`src/rtl/csrng_mon_pkg.sv`:
```
// Shared types and default constants for the CSRNG genbits health monitor.
//   mon_state_e  : monitor FSM states (IDLE, RUN, ALERT)
//   GENBITS_W    : default genbits word width
//   ONES_LO_DEF  : default minimum ones per window (inclusive)
//   ONES_HI_DEF  : default maximum ones per window (inclusive)
package csrng_mon_pkg;

    typedef enum logic [1:0] {
        IDLE,
        RUN,
        ALERT
    } mon_state_e;

    localparam int unsigned GENBITS_W   = 128;
    localparam int unsigned ONES_LO_DEF = 896;
    localparam int unsigned ONES_HI_DEF = 1152;

endpackage

```
`src/rtl/csrng_popcount.sv`:
```
// Registered popcount stage (S1) of the bias health test.
//   clk, rst_n : clock, asynchronous active-low reset
//   flush      : drops the stage valid (clear or window abort); overrides in_valid
//   in_valid   : in_data is an accepted word to be counted
//   in_data    : word to count
//   out_valid  : out_count holds the count of a word accepted last cycle
//   out_count  : number of ones in that word, 0..WIDTH
module csrng_popcount #(
    parameter int unsigned WIDTH = 128,
    parameter int unsigned PW    = $clog2(WIDTH + 1)
) (
    input  logic             clk,
    input  logic             rst_n,
    input  logic             flush,
    input  logic             in_valid,
    input  logic [WIDTH-1:0] in_data,
    output logic             out_valid,
    output logic [PW-1:0]    out_count
);

    logic [PW-1:0] cnt_d;

    always_comb begin
        cnt_d = '0;
        for (int unsigned i = 0; i < WIDTH; i++) begin
            cnt_d = cnt_d + PW'(in_data[i]);
        end
    end

    always_ff @(posedge clk or negedge rst_n) begin
        if (!rst_n) begin
            out_valid <= 1'b0;
            out_count <= '0;
        end else begin
            out_valid <= in_valid && !flush;
            if (in_valid) begin
                out_count <= cnt_d;
            end
        end
    end

endmodule

```
`src/rtl/csrng_genbits_monitor.sv`:
```
// Consumer endpoint of the CSRNG genbits valid/ready interface with online health tests.
// Accepted words are forwarded through a 1-entry output register; a windowed ones-count
// bias test and a consecutive-repeat test run on every word accepted in RUN. Any failure
// raises a sticky alert and blocks forwarding until clear_i.
//   clk, rst_n        : clock, asynchronous active-low reset
//   enable_i          : run health tests and forwarding
//   clear_i           : pulse; clear flags and restart the window
//   genbits_i/_valid_i/_ready_o : upstream handshake
//   genbits_o/_valid_o/_ready_i : downstream handshake (output register)
//   window_done_o     : pulse when a window result is evaluated
//   ones_count_o      : ones count of the last completed window
//   bias_fail_o, rep_fail_o, alert_o : sticky failure flags
module csrng_genbits_monitor
    import csrng_mon_pkg::*;
#(
    parameter int unsigned WIDTH       = GENBITS_W,
    parameter int unsigned WINDOW_LOG2 = 4,
    parameter int unsigned ONES_LO     = ONES_LO_DEF,
    parameter int unsigned ONES_HI     = ONES_HI_DEF,
    parameter int unsigned REP_LIMIT   = 3,
    parameter int unsigned CW          = $clog2((WIDTH << WINDOW_LOG2) + 1)
) (
    input  logic             clk,
    input  logic             rst_n,
    input  logic             enable_i,
    input  logic             clear_i,
    input  logic [WIDTH-1:0] genbits_i,
    input  logic             genbits_valid_i,
    output logic             genbits_ready_o,
    output logic [WIDTH-1:0] genbits_o,
    output logic             genbits_valid_o,
    input  logic             genbits_ready_i,
    output logic             window_done_o,
    output logic [CW-1:0]    ones_count_o,
    output logic             bias_fail_o,
    output logic             rep_fail_o,
    output logic             alert_o
);

    localparam int unsigned PW = $clog2(WIDTH + 1);
    localparam int unsigned RW = $clog2(REP_LIMIT + 1);
    localparam logic [CW-1:0] LO_C  = CW'(ONES_LO);
    localparam logic [CW-1:0] HI_C  = CW'(ONES_HI);
    localparam logic [RW-1:0] REP_C = RW'(REP_LIMIT);

    mon_state_e state_q, state_d;

    logic                   accept, accept_run, abort, flush;
    logic                   s1_valid;
    logic [PW-1:0]          s1_count;
    logic [WINDOW_LOG2-1:0] word_cnt_q;
    logic [CW-1:0]          acc_q, sum;
    logic                   window_last, bias_hit, rep_hit;
    logic [WIDTH-1:0]       prev_q;
    logic [RW-1:0]          rep_q, rep_next;
    logic                   bias_d, rep_d;

    assign accept     = genbits_valid_i && genbits_ready_o;
    assign accept_run = accept && (state_q == RUN);
    assign abort      = (state_q == RUN) && !enable_i;
    // Clear and abort both restart the health tests from an empty window.
    assign flush      = clear_i || abort;

    csrng_popcount #(
        .WIDTH (WIDTH),
        .PW    (PW)
    ) u_popcount (
        .clk       (clk),
        .rst_n     (rst_n),
        .flush     (flush),
        .in_valid  (accept_run),
        .in_data   (genbits_i),
        .out_valid (s1_valid),
        .out_count (s1_count)
    );

    assign sum         = acc_q + CW'(s1_count);
    assign window_last = s1_valid && (&word_cnt_q);
    assign bias_hit    = window_last && !flush && ((sum < LO_C) || (sum > HI_C));

    always_comb begin
        rep_next = RW'(1);
        if ((rep_q != '0) && (genbits_i == prev_q)) begin
            rep_next = (rep_q < REP_C) ? rep_q + RW'(1) : rep_q;
        end
    end

    assign rep_hit = accept_run && !flush && (rep_next == REP_C);

    assign bias_d = !clear_i && (bias_fail_o || bias_hit);
    assign rep_d  = !clear_i && (rep_fail_o || rep_hit);

    always_comb begin
        state_d         = state_q;
        genbits_ready_o = 1'b0;
        case (state_q)
            IDLE: begin
                if (enable_i) state_d = RUN;
            end
            RUN: begin
                genbits_ready_o = !genbits_valid_o || genbits_ready_i;
                if (bias_hit || rep_hit) state_d = ALERT;
                else if (!enable_i)      state_d = IDLE;
            end
            ALERT: begin
                genbits_ready_o = 1'b1;
                if (clear_i) state_d = enable_i ? RUN : IDLE;
            end
            default: state_d = IDLE;
        endcase
    end

    always_ff @(posedge clk or negedge rst_n) begin
        if (!rst_n) state_q <= IDLE;
        else        state_q <= state_d;
    end

    // Output register; in ALERT the accepted input is swallowed and the held word dropped.
    always_ff @(posedge clk or negedge rst_n) begin
        if (!rst_n) begin
            genbits_o       <= '0;
            genbits_valid_o <= 1'b0;
        end else if (state_q == ALERT) begin
            genbits_valid_o <= 1'b0;
        end else if (accept) begin
            genbits_o       <= genbits_i;
            genbits_valid_o <= 1'b1;
        end else if (genbits_ready_i) begin
            genbits_valid_o <= 1'b0;
        end
    end

    // S2: accumulate, close the window on the last word.
    always_ff @(posedge clk or negedge rst_n) begin
        if (!rst_n) begin
            word_cnt_q    <= '0;
            acc_q         <= '0;
            ones_count_o  <= '0;
            window_done_o <= 1'b0;
        end else begin
            window_done_o <= 1'b0;
            if (flush) begin
                word_cnt_q <= '0;
                acc_q      <= '0;
            end else if (s1_valid) begin
                word_cnt_q <= word_cnt_q + WINDOW_LOG2'(1);
                if (window_last) begin
                    acc_q         <= '0;
                    ones_count_o  <= sum;
                    window_done_o <= 1'b1;
                end else begin
                    acc_q <= sum;
                end
            end
        end
    end

    always_ff @(posedge clk or negedge rst_n) begin
        if (!rst_n) begin
            rep_q  <= '0;
            prev_q <= '0;
        end else if (flush) begin
            rep_q <= '0;
        end else if (accept_run) begin
            rep_q  <= rep_next;
            prev_q <= genbits_i;
        end
    end

    always_ff @(posedge clk or negedge rst_n) begin
        if (!rst_n) begin
            bias_fail_o <= 1'b0;
            rep_fail_o  <= 1'b0;
            alert_o     <= 1'b0;
        end else begin
            bias_fail_o <= bias_d;
            rep_fail_o  <= rep_d;
            alert_o     <= bias_d || rep_d;
        end
    end

endmodule

```
`config.mk`:
```
export PLATFORM = sky130hd
export DESIGN_NAME = csrng_genbits_monitor
export DESIGN_NICKNAME = d
export VERILOG_FILES = /design/src/rtl/csrng_mon_pkg.sv /design/src/rtl/csrng_popcount.sv /design/src/rtl/csrng_genbits_monitor.sv
export SDC_FILE = /design/constraint.sdc
export NUM_CORES = 1
export LEC_CHECK = 0
export CAP_MARGIN = 20
export CORE_ASPECT_RATIO = 0.8
export CORE_MARGIN = 1
export CORE_UTILIZATION = 30
export CTS_CLUSTER_DIAMETER = 200
export DETAILED_ROUTE_END_ITERATION = 7
export PLACE_DENSITY = 0.5
export SETUP_SLACK_MARGIN = 0.15
export SLEW_MARGIN = 15
export SYNTH_ARGS = -nofsm -noshare
export SYNTH_HDL_FRONTEND = slang
export SYNTH_SLANG_ARGS = --single-unit
```
`constraint.sdc`:
```
create_clock -name clk -period 6.7 [get_ports clk]
set_input_delay 1.005 -clock clk [delete_from_list [all_inputs] [get_ports clk]]
set_output_delay 1.005 -clock clk [all_outputs]
set_load 0.01 [all_outputs]
```
Yosys cells after proc, flatten, opt, wreduce, memory -nomap -nowiden
Index checks and enable logic that the tools add are counted.

Bits in registers: 302. Output and inout port bits: 146. Word-level logic and storage cells: 210.

$add $sub $neg: 130. $lt $le $gt $ge: 3. Equality and inequality tests: 7. Muxes and demuxes: 22. Bitwise logic cells: 2. Reduce and logical (&&, ||, !) cells: 32.

Operator list (number): $add A8 B1 Y8 (126); $eq A128 B128 Y1 (1); $mux W12 (3); $mux W2 (8); $add A12 B8 Y12 (1); $gt A12 B11 Y1 const B (1); $lt A12 B10 Y1 const B (1); $logic_and A1 B1 Y1 (11); $mux W4 (2); $logic_or A1 B1 Y1 (7); $mux W1 (7); $pmux W2 S3 (1); $reduce_and A3 Y1 (2); $reduce_bool A2 Y1 (3); $add A4 B1 Y4 const B (1); $eq A2 B2 Y1 const B (2); $logic_not A1 Y1 (4); $ne A2 B2 Y1 const B (2); $reduce_and A2 Y1 (2); $reduce_and A4 Y1 (1); $ne A3 B2 Y1 const B (1); $reduce_bool A3 Y1 (1); $add A1 B1 Y2 (1); $add A2 B1 Y2 const B (1); 5 further kinds (6).

Logic depth before layout (Yosys ltp)
Gate-level depths: netlist of run 1.

Word-level depth: 127. Depth in mapped cells: 27. Gate-level depth less buffers: 27.

Modules after synthesis
A second synthesis of run 1 with hierarchy kept.

Cell total of the unflattened synthesis: 1415. Area, all modules: 16908.7 sq um.

Modules (own cells, without submodules): csrng_genbits_monitor (times used 1, cells each 1045, area each 13088.8 sq um, sequential area each 7332.0 sq um); csrng_popcount (times used 1, cells each 370, area each 3819.9 sq um, sequential area each 225.2 sq um).

Worst setup path after synthesis of run 1
OpenSTA, ideal clock, no wires.

Kind: input -> register. From: input genbits_i[0]. To: register u_popcount.out_count[6]. Setup time: 0.083 ns. Arrival time: 7.617 ns. Required time: 6.617 ns. Slack: -1.000 ns. Stages: 21. Path buffers: 0. Cell sequence: ha_1 > inv_1 > fa_1 > fa_1 > fa_1 > fa_1 > fa_1 > fa_1 > fa_1 > fa_1 > fa_1 > fa_1 > fa_1 > fa_1 > inv_1 > a21oi_1 > o21bai_1 > a21o_1 > a21oi_1 > xor2_1 > o21ai_0.

Longest elaborated chain between the ends: 127.

RTL lines: start: declaration (RTL line csrng_genbits_monitor.sv:27) `input logic [WIDTH-1:0] genbits_i,`; $add A1 B1 Y2 (RTL line csrng_popcount.sv:26) `cnt_d = cnt_d + PW'(in_data[i]);`; $add A8 B1 Y8 (126 in a row) (RTL line csrng_popcount.sv:26); end signal: assignment (RTL line csrng_popcount.sv:37) `out_count <= cnt_d;`; end: declaration (RTL line csrng_popcount.sv:18) `output logic [PW-1:0] out_count`.

No other way between the ends. A chain may end at the register's enable or synchronous reset.

Worst setup path in the final report of run 1
From: input genbits_i[96]. To: register u_popcount.out_count[6].

Longest elaborated chain between the ends: 32.

RTL lines (RTL line): $add A8 B1 Y8 (32 in a row) (csrng_popcount.sv:26).

No other way between the ends.

==> impl_metrics.tcl, run 1 <==
set metrics [dict create \
    layout-drive-gt1-share_pct 24.2 \
    ant_nets 0 \
    final_setup_violation_count 7 \
    pin_slew_with_the_least_headroom_to_its_limit_ps 1020 \
    tritoncts_num_sinks 302 \
    first_global_vias 12500 \
    cp_max_fo 2 \
    cp_data_arrival_time_ps 7870 \
    final.hold.worst_slack_ps 472 \
    clock_tree_from_tritoncts "yes" \
    yosysSeqAreaShare_pct 45.2 \
    dpl_cell_area_um2 21400 \
    pins_over_their_slew_limit 0 \
    post-dp-hpwl_um 45000 \
    post-route-worst-setup-slack_ps -766 \
    grt_antenna_before_repair 5 \
    rsz0062_at_grt "yes" \
    netlist_instances 1463 \
    number_of_nets_in_the_final_layout 2170 \
    area.growth.synth_to_final_pct 34.4 \
    drtIter0Drc 677 \
    grt_remaining_overflow 0 \
    die_w_um 266 \
    yosysWarningCount 0 \
    cts_max_level 2 \
    drt_pre_antenna_iters 5 \
    synth_top_area_share_pct 45.2 \
    setup.worst_path.end_class "flop" \
    finalClockSkew_ps 16.1 \
    grtUsageTotal_pct 20.3 \
    synth_async_sr_flop_share_pct 100 \
    cts_buffer_depth 3 \
    synthesis.nets 1752 \
    synthesis.area_per_instance_um2 11.4 \
    critical-path-top-cell-by-count "sky130_fd_sc_hd__fa_1" \
    clk_root_buffer_cell "sky130_fd_sc_hd__clkbuf_16" \
    report.final.hold_viol_count 0 \
    failing_checks "setup timing" \
    layout_worst_path_cycle_share_pct 111 \
    clk_pin_slew_ps 60 \
    critPathTopFamily "adder cells" \
    max_freq_mhz 134 \
    synth_top_area_cell "sky130_fd_sc_hd__dfrtp_1" \
    synth_enable_flop_cells 0 \
    layout_commonest_cell "sky130_fd_sc_hd__dfrtp_1" \
    critical_path_required_ps 7100 \
    layout.cells.most_common_list "302 x sky130_fd_sc_hd__dfrtp_1, 214 x sky130_fd_sc_hd__clkdlybuf4s50_1, 184 x sky130_fd_sc_hd__inv_1, 170 x sky130_fd_sc_hd__mux2_2, 145 x sky130_fd_sc_hd__buf_4" \
    route.detailed.wl_per_inst_um 21.5 \
    die_area_um2 56700 \
    worst-path-buf-inv 3 \
    timing.setup.critical_path_class "input port to flop" \
    top_cells_by_area_in_the_synthesized_netlist "sky130_fd_sc_hd__dfrtp_1 45%, sky130_fd_sc_hd__fa_1 14%, sky130_fd_sc_hd__mux2_2 11%" \
    count_of_buffers_from_port_buffering 279 \
    drt_wl_total_um 56800 \
    cts_inserted_buffers 36 \
    synth_seq_cells 302 \
    std_cell_rows 76 \
    min-delay-path-class "input port to asynchronous set/reset pin" \
    vias 12100 \
    first_pass_grt_wire_length_um 83200 \
    final_period_minus_worst_setup_slack_ps 7470 \
    cpMaxStageDelayCell "sky130_fd_sc_hd__fa_2" \
    core_area_um2 54400 \
    worstPathCellList "dlygate4sd2_1, fa_1, inv_1, fa_1, fa_1, fa_1, fa_2, fa_1, fa_1, fa_1, fa_1, fa_1, fa_2, fa_2, inv_2, a21oi_2, o21bai_1, a21o_1, a21oi_2, xor2_1, o21ai_1" \
    io-pin-count 280 \
    globalplace.congestion 0.865 \
    synth_cell_types 49 \
    outcome "complete, but fails checks" \
    die_height_um 213 \
    syn_area_um2 16700 \
    setup_tns_ps -4110 \
    maxCapViolations 0 \
    slew_headroom_pct 32.3 \
    routed_via_density 4.56 \
    cts_hold_repair.buffers 0 \
    timing.critical_path.from_type "input port" \
    yosys_most_used_dff "sky130_fd_sc_hd__dfrtp_1" \
    finalCoreUtilization_pct 41.3 \
    insertion_delay_ps 550 \
    pin_count_of_the_biggest_net_entering_global_routing 205 \
    floorplan.initialDensity_pct 30.7 \
    drc 0 \
    slowest_stage_delay_on_critical_path_ps 590 \
    layout.cell_area.non_filler_um2 22500 \
]
==> cell usage after synthesis, drive strengths merged, types with 2 or more instances <==
cell type	count
o221ai	3
clkbuf	35
xnor2	71
ha	39
mux2	170
a22o	5
a21o	4
nand3	5
fa	116
inv	218
nor3	7
a311oi	2
a2111o	2
nor4	13
buf	13
dfrtp	302
o211ai	2
o22ai	10
a211oi	8
a21oi	12
mux2i	4
nand2b	61
a31oi	3
or2	2
o2111ai	20
o31ai	3
xor2	19
o21ai	119
nor2b	10
nand2	128
and3	4
nand4	19
nor2	22
==> kinds of logic (layout without fill, tap and decap cells) <==
kind of cell,count (synthesis),count (layout),synth area share (%)
flip-flops,302,302,45.2
AND/OR/NAND/NOR,276,276,8.13
buffers and inverters,266,708,6.03
AO/OA/AOI/OAI,200,200,7.42
multiplexers,174,174,11.7
adder cells (fa/ha/maj),155,155,16.8
XOR/XNOR,90,90,4.71
other,0,1,0
==> flip-flops by register name, indices dropped and copies added, names as in the netlist <==
name                  flops
word_cnt_q                4
rep_q                     2
alert_o                   1
prev_q                  128
rep_fail_o                1
ones_count_o             12
window_done_o             1
acc_q                    12
u_popcount.out_valid      1
genbits_o               128
genbits_valid_o           1
state_q                   2
bias_fail_o               1
u_popcount.out_count      8
==> final cells by class <==
cell class	count	area, µm²
diodes	1	2.50
clock buffers	53	1050
clock inverters	9	100
fillers	5361	31900
inverters	218	831
multi-input cells	895	8210
flip-flops and latches	302	7560
well taps	741	927
repair buffers	428	3800
==> per-layer routing <==
metal  share of wire, %  global-route usage (%)  routed length [µm]
met5              0.070                       0                  40
met1                 48                    29.1               27100
met2                 44                    30.8               25200
met4                2.2                    5.43                1220
met3                5.7                    4.64                3240
==> per-stage QoR <==
step           cells  worst slack [ps]
2_1_floorplan   1463              -801
3_3_place_gp    2578             -1660
3_5_place_dp    2578             -1760
4_1_cts         2645              -862
5_1_grt         2646              -963
6_report        2647              -766
==> worst paths after layout <==
| path | start | end | slack (ps) | cells past startpoint |
|---|---|---|---|---|
| worst max-delay path | genbits_i[96] | u_popcount.out_count[6] | -770 | 21 |
| worst min-delay path | rst_n | ones_count_o[9] | 470 | 1 |
| worst max register to register | state_q[1] | prev_q[74] | 3300 | 8 |
| worst min register to register | ones_count_o[2] | ones_count_o[2] | 470 | 2 |
| max in group asynchronous | rst_n | prev_q[86] | 4940 | 2 |
| min in group clk | ones_count_o[2] | ones_count_o[2] | 470 | 2 |
==> what timing repair did <==
action | in CTS | in global routing
setup endpoints to repair | 8 | 8
resized for setup | 170 | 41
buffers inserted | 5 | 1
pin swaps | 55 | 43
Power of run 1 is left out: the tool's default activity adds up to more than one toggle a clock period on the data nets, which glitch-free logic cannot reach.
==> run 2: changes to the inputs <==
--- a/config.mk
+++ b/config.mk
@@ -5,12 +5,14 @@
 export SDC_FILE = /design/constraint.sdc
 export NUM_CORES = 1
 export LEC_CHECK = 0
+export ABC_AREA = 1
 export CAP_MARGIN = 20
 export CORE_ASPECT_RATIO = 0.8
 export CORE_MARGIN = 1
 export CORE_UTILIZATION = 30
 export CTS_CLUSTER_DIAMETER = 200
 export DETAILED_ROUTE_END_ITERATION = 7
+export HOLD_SLACK_MARGIN = 0.15
 export PLACE_DENSITY = 0.5
 export SETUP_SLACK_MARGIN = 0.15
 export SLEW_MARGIN = 15
==> run 2 against run 1 <==
- the flow still finishes with violations (setup timing)
- global-route usage is 2.3 points lower
- synthesized cell count grew 33%
- sequential share of layout area is 0.43 points lower
- flip-flop and latch count stayed put
- critical path depth up 2
- non-clock buffer count down 9
- count of clock-buffer cells in the layout up 6
- clock skew down 3.5 ps
- synthesized area grew 1.5%
- final area is 1.3% higher
- final cell count up 18%
- largest cell class unchanged
- highest routed layer unchanged
==> impl_metrics.tcl, run 2 <==
set metrics [dict create \
    outcome "complete, but fails checks" \
    failing_checks "setup timing" \
    drtIter0Drc 768 \
    timing.critical_path.from_type "input port" \
    number_of_nets_in_the_final_layout 2635 \
    layout.filler_cells 5563 \
    grt_remaining_overflow 0 \
    slew_headroom_pct 29.4 \
    synth_async_sr_flop_share_pct 100 \
    die_w_um 268 \
    ant_nets 0 \
    final_period_minus_worst_setup_slack_ps 7370 \
    post_layout_nonfiller_instances 3124 \
    critical-path-top-cell-by-count "sky130_fd_sc_hd__fa_1" \
    drc 0 \
    route.detailed.wl_per_inst_um 16.2 \
    cts_buffer_depth 3 \
    insertion_delay_ps 550 \
    final.hold.worst_slack_ps 479 \
    cts_inserted_buffers 37 \
    preCtsSetupSlack_ps -1630 \
    netlist_instances 1950 \
    globalplace.congestion 0.799 \
    die_height_um 215 \
    drt_pre_antenna_iters 5 \
    post_synth_most_frequent_cells "527 x sky130_fd_sc_hd__nand2_1, 350 x sky130_fd_sc_hd__inv_1, 302 x sky130_fd_sc_hd__dfrtp_1" \
    core_area_um2 55600 \
    clock_tree_from_tritoncts "yes" \
    layout.cells.most_common_list "524 x sky130_fd_sc_hd__nand2_1, 321 x sky130_fd_sc_hd__inv_1, 302 x sky130_fd_sc_hd__dfrtp_1, 241 x sky130_fd_sc_hd__o21ai_0, 214 x sky130_fd_sc_hd__clkdlybuf4s50_1" \
    final_setup_violation_count 7 \
    synth_top_area_cell "sky130_fd_sc_hd__dfrtp_1" \
    clk_pin_slew_ps 60 \
    cpMaxStageDelayCell "sky130_fd_sc_hd__fa_1" \
    leading_cell_type_by_number_of_instances_after_synthesis "sky130_fd_sc_hd__nand2_1" \
    critPathTopFamily "adder cells" \
    vias 13600 \
    top_cells_by_area_in_the_synthesized_netlist "sky130_fd_sc_hd__dfrtp_1 45%, sky130_fd_sc_hd__fa_1 14%, sky130_fd_sc_hd__nand2_1 12%" \
    report.final.hold_viol_count 0 \
    first_global_vias 14000 \
    layout_commonest_cell "sky130_fd_sc_hd__nand2_1" \
    dp_cells 3046 \
    post-dp-hpwl_um 38900 \
    pins_over_their_slew_limit 0 \
    yosysWarningCount 0 \
    grtUsageTotal_pct 18.0 \
    min-delay-path-class "input port to asynchronous set/reset pin" \
    setup.worst_path.end_class "flop" \
    cp_max_fo 2 \
    std_cell_rows 77 \
    layout-drive-gt1-share_pct 13.1 \
    synth_enable_flop_cells 0 \
    maxCapViolations 0 \
    grt_antenna_before_repair 9 \
    floorplan.initialDensity_pct 30.5 \
    yosysSeqAreaShare_pct 44.5 \
    tritoncts_num_sinks 302 \
    synthesis.area_per_instance_um2 8.71 \
    count_of_buffers_from_port_buffering 279 \
    pin_slew_with_the_least_headroom_to_its_limit_ps 1060 \
    synth_top_area_share_pct 44.5 \
    critical_path_required_ps 7160 \
    io-pin-count 280 \
    die_area_um2 57600 \
    syn_area_um2 17000 \
    first_pass_grt_wire_length_um 79400 \
    rsz0062_at_grt "yes" \
    yosys_most_used_dff "sky130_fd_sc_hd__dfrtp_1" \
    finalClockSkew_ps 12.7 \
    routed_via_density 4.34 \
    worstPathCellList "clkbuf_2, fa_1, inv_2, fa_1, inv_1, fa_1, fa_1, inv_2, fa_1, fa_1, inv_1, fa_1, inv_1, fa_1, fa_1, fa_1, fa_2, fa_2, buf_4, buf_6, buf_6, xor2_2, o21ai_1" \
    layout_worst_path_cycle_share_pct 110 \
    max_freq_mhz 136 \
    timing.setup.critical_path_class "input port to flop" \
    slowest_stage_delay_on_critical_path_ps 610 \
    cts_hold_repair.buffers 0 \
    worst-path-buf-inv 9 \
    synth_cell_types 33 \
    cp_data_arrival_time_ps 7830 \
    drt_wl_total_um 50500 \
    cts_max_level 2 \
    pin_count_of_the_biggest_net_entering_global_routing 116 \
    area.growth.synth_to_final_pct 34.1 \
    largest_registers "genbits_o: 128 flops, prev_q: 128 flops" \
    synth_seq_cells 302 \
    synthesis.nets 2239 \
    post-route-worst-setup-slack_ps -666 \
    clk_root_buffer_cell "sky130_fd_sc_hd__clkbuf_16" \
]
==> run 2: through the flow <==
step,TNS (ps),utilization (%),cell area [µm²]
floorplan,-2900,-,17000
CTS,-3810,41.0,22800
global placement,-10530,38.7,21500
detailed placement,-11190,38.7,21500
finish,-3820,41.0,22800
global route,-5120,40.9,22800
==> run 2: final cells by class <==
| type | instances | area, µm² | area share, % |
|---|---|---|---|
| Clock buffer | 59 | 1120 | 4.92 |
| Inverter | 361 | 1370 | 6.02 |
| Clock inverter | 6 | 65.1 | 0.286 |
| Tap cell | 750 | 938 | 4.12 |
| Sequential cell | 302 | 7560 | 33.2 |
| Antenna cell | 2 | 5.00 | 0.0220 |
| Timing Repair Buffer | 419 | 3790 | 16.6 |
| Multi-Input combinational cell | 1225 | 7920 | 34.8 |
==> run 2: final timing paths <==
| path | from | to | slack, ps | cells after the start |
|---|---|---|---|---|
| worst max-delay path | genbits_i[122] | u_popcount.out_count[2] | -670 | 23 |
| worst min-delay path | rst_n | genbits_o[3] | 480 | 1 |
| worst max register to register | state_q[1] | state_q[1] | 3230 | 12 |
| worst min register to register | ones_count_o[5] | ones_count_o[5] | 480 | 2 |
| max in group asynchronous | rst_n | genbits_o[106] | 4860 | 2 |
| min in group clk | ones_count_o[5] | ones_count_o[5] | 480 | 2 |
==> run 2: layer usage <==
| metal | wire length (µm) | vias up | share of wire, % | GRT usage [%] |
|---|---|---|---|---|
| met2 | 23600 | 268 | 47 | 29.0 |
| li1 | - | 6773 | - | - |
| met1 | 22900 | 6447 | 45 | 24.1 |
| met5 | 96 | - | 0.19 | 0 |
| met4 | 925 | 14 | 1.8 | 4.67 |
| met3 | 3000 | 62 | 5.9 | 4.40 |
==> run 2: timing repair <==
item,CTS,global route
pin swaps,50,25
gates resized for setup,148,35
cloned,0,0
setup endpoints to repair,8,8
buffers inserted,9,2
==> run 2: cell families after synthesis <==
| kind of cell | synth area share, % |
|---|---|
| simple gates | 16.3 |
| buf+inv | 9.65 |
| compound gates | 10.0 |
| flops | 44.5 |
| fa+ha+maj | 16.6 |
| xor+xnor | 2.98 |
Power of run 2 is left out for the same reason.
==> run 3: changes to the inputs <==
--- a/config.mk
+++ b/config.mk
@@ -9,11 +9,11 @@
 export CAP_MARGIN = 20
 export CORE_ASPECT_RATIO = 0.8
 export CORE_MARGIN = 1
-export CORE_UTILIZATION = 30
+export CORE_UTILIZATION = 59
 export CTS_CLUSTER_DIAMETER = 200
 export DETAILED_ROUTE_END_ITERATION = 7
 export HOLD_SLACK_MARGIN = 0.15
-export PLACE_DENSITY = 0.5
+export PLACE_DENSITY = 0.87
 export SETUP_SLACK_MARGIN = 0.15
 export SLEW_MARGIN = 15
 export SYNTH_ARGS = -nofsm -noshare
==> run 3 against run 2 <==
- the run still ends with setup timing left
- register-to-register slack better by 50 ps
- clock skew increased by 6.1 ps
- routed wire length decreased by 6.7%
- sequential share of layout area grew 0.83 points
- largest cell class unchanged
==> impl_metrics.tcl, run 3 (synthesis results as in run 2) <==
set metrics [dict create \
    outcome "complete, but fails checks" \
    failing_checks "setup timing" \
    finalClockSkew_ps 18.8 \
    final_setup_violation_count 7 \
    layout.cells.most_common_list "522 x sky130_fd_sc_hd__nand2_1, 319 x sky130_fd_sc_hd__inv_1, 302 x sky130_fd_sc_hd__dfrtp_1, 241 x sky130_fd_sc_hd__o21ai_0, 214 x sky130_fd_sc_hd__clkdlybuf4s50_1" \
    post_layout_nonfiller_instances 2739 \
    layout-drive-gt1-share_pct 13.0 \
    grt_remaining_overflow 0 \
    layout_commonest_cell "sky130_fd_sc_hd__nand2_1" \
    report.final.hold_viol_count 0 \
    drc 0 \
    cp_data_arrival_time_ps 7940 \
    globalplace.congestion 0.905 \
    slowest_stage_delay_on_critical_path_ps 560 \
    route.detailed.wl_per_inst_um 17.2 \
    count_of_buffers_from_port_buffering 279 \
    pins_over_their_slew_limit 0 \
    die_area_um2 29500 \
    grtUsageTotal_pct 32.8 \
    min-delay-path-class "input port to asynchronous set/reset pin" \
    post-dp-hpwl_um 34800 \
    worst-path-buf-inv 7 \
    largest_registers "genbits_o: 128 flops, prev_q: 128 flops" \
    critPathTopFamily "adder cells" \
    dp_cells 2660 \
    area.growth.synth_to_final_pct 30.8 \
    pin_slew_with_the_least_headroom_to_its_limit_ps 999 \
    die_height_um 154 \
    std_cell_rows 55 \
    grt_antenna_before_repair 2 \
    pin_count_of_the_biggest_net_entering_global_routing 151 \
    die_w_um 192 \
    insertion_delay_ps 570 \
    first_global_vias 14700 \
    routed_via_density 5.30 \
    layout_worst_path_cycle_share_pct 112 \
    core_area_um2 28300 \
    clock_tree_from_tritoncts "yes" \
    cts_inserted_buffers 31 \
    cts_buffer_depth 3 \
    final_period_minus_worst_setup_slack_ps 7490 \
    post-route-worst-setup-slack_ps -794 \
    clk_pin_slew_ps 60 \
    cp_max_fo 2 \
    cpMaxStageDelayCell "sky130_fd_sc_hd__fa_1" \
    setup.worst_path.end_class "flop" \
    rsz0062_at_grt "yes" \
    clk_root_buffer_cell "sky130_fd_sc_hd__clkbuf_16" \
    timing.critical_path.from_type "input port" \
    drt_pre_antenna_iters 5 \
    slew_headroom_pct 33.4 \
    drtIter0Drc 1011 \
    worstPathCellList "clkdlybuf4s15_1, inv_2, fa_2, fa_1, inv_2, fa_1, inv_2, fa_2, fa_1, fa_1, fa_1, fa_1, fa_1, fa_1, fa_2, fa_2, o21ai_2, nand2_2, buf_4, buf_6, buf_6, nand2_2, o21ai_1" \
    first_pass_grt_wire_length_um 75300 \
    drt_wl_total_um 47100 \
    cts_max_level 1 \
    floorplan.initialDensity_pct 60.0 \
    max_freq_mhz 133 \
    maxCapViolations 0 \
    critical_path_required_ps 7140 \
    ant_nets 0 \
    final.hold.worst_slack_ps 448 \
    number_of_nets_in_the_final_layout 2633 \
    vias 14500 \
    io-pin-count 280 \
    timing.setup.critical_path_class "input port to flop" \
    critical-path-top-cell-by-count "sky130_fd_sc_hd__fa_1" \
    cts_hold_repair.buffers 0 \
    tritoncts_num_sinks 302 \
]
==> run 3: worst paths after layout <==
kind                                 from                 endpoint  slack [ps]  cells past startpoint
max in group asynchronous           rst_n            genbits_o[64]        4970                      2
min in group clk           genbits_o[103]           genbits_o[103]         480                      2
max                         genbits_i[26]  u_popcount.out_count[4]        -790                     23
min reg2reg                genbits_o[103]           genbits_o[103]         480                      2
min                                 rst_n             genbits_o[0]         450                      1
max reg2reg                    state_q[0]               state_q[1]        3280                     12
==> run 3: area by class of cell <==
type / count / area, µm²
multi-input cells: 1225 / 7890
flip-flops and latches: 302 / 7560
fillers: 1787 / 6070
repair buffers: 423 / 3870
clock buffers: 41 / 883
inverters: 361 / 1380
diodes: 1 / 2.50
well taps: 370 / 463
clock inverters: 16 / 165
==> run 3: metal layers <==
| metal | vias up | routed length, µm | track usage [%] |
|---|---|---|---|
| met5 | - | 12 | 0 |
| met4 | 2 | 1430 | 9.22 |
| met3 | 112 | 3930 | 7.30 |
| met2 | 593 | 22700 | 54.5 |
| met1 | 7036 | 19000 | 43.5 |
| li1 | 6773 | - | - |
==> run 3: per-stage QoR <==
step | worst slack (ps) | cell area, µm² | TNS, ps | utilization (%)
3_3_place_gp | -1460 | 21000 | -10070 | 74.2
5_1_grt | -936 | 22200 | -5950 | 78.5
3_5_place_dp | -1670 | 21000 | -11340 | 74.2
6_report | -794 | 22200 | -4850 | 78.5
2_1_floorplan | -604 | 17000 | -2900 | -
4_1_cts | -887 | 22100 | -5140 | 78.3
==> run 3: what timing repair did <==
action                     CTS  global route
gates resized for setup    152            39
setup buffers               14             7
setup endpoints to repair    8             8
pin swaps                   69            57
Power of run 3 is left out for the same reason.
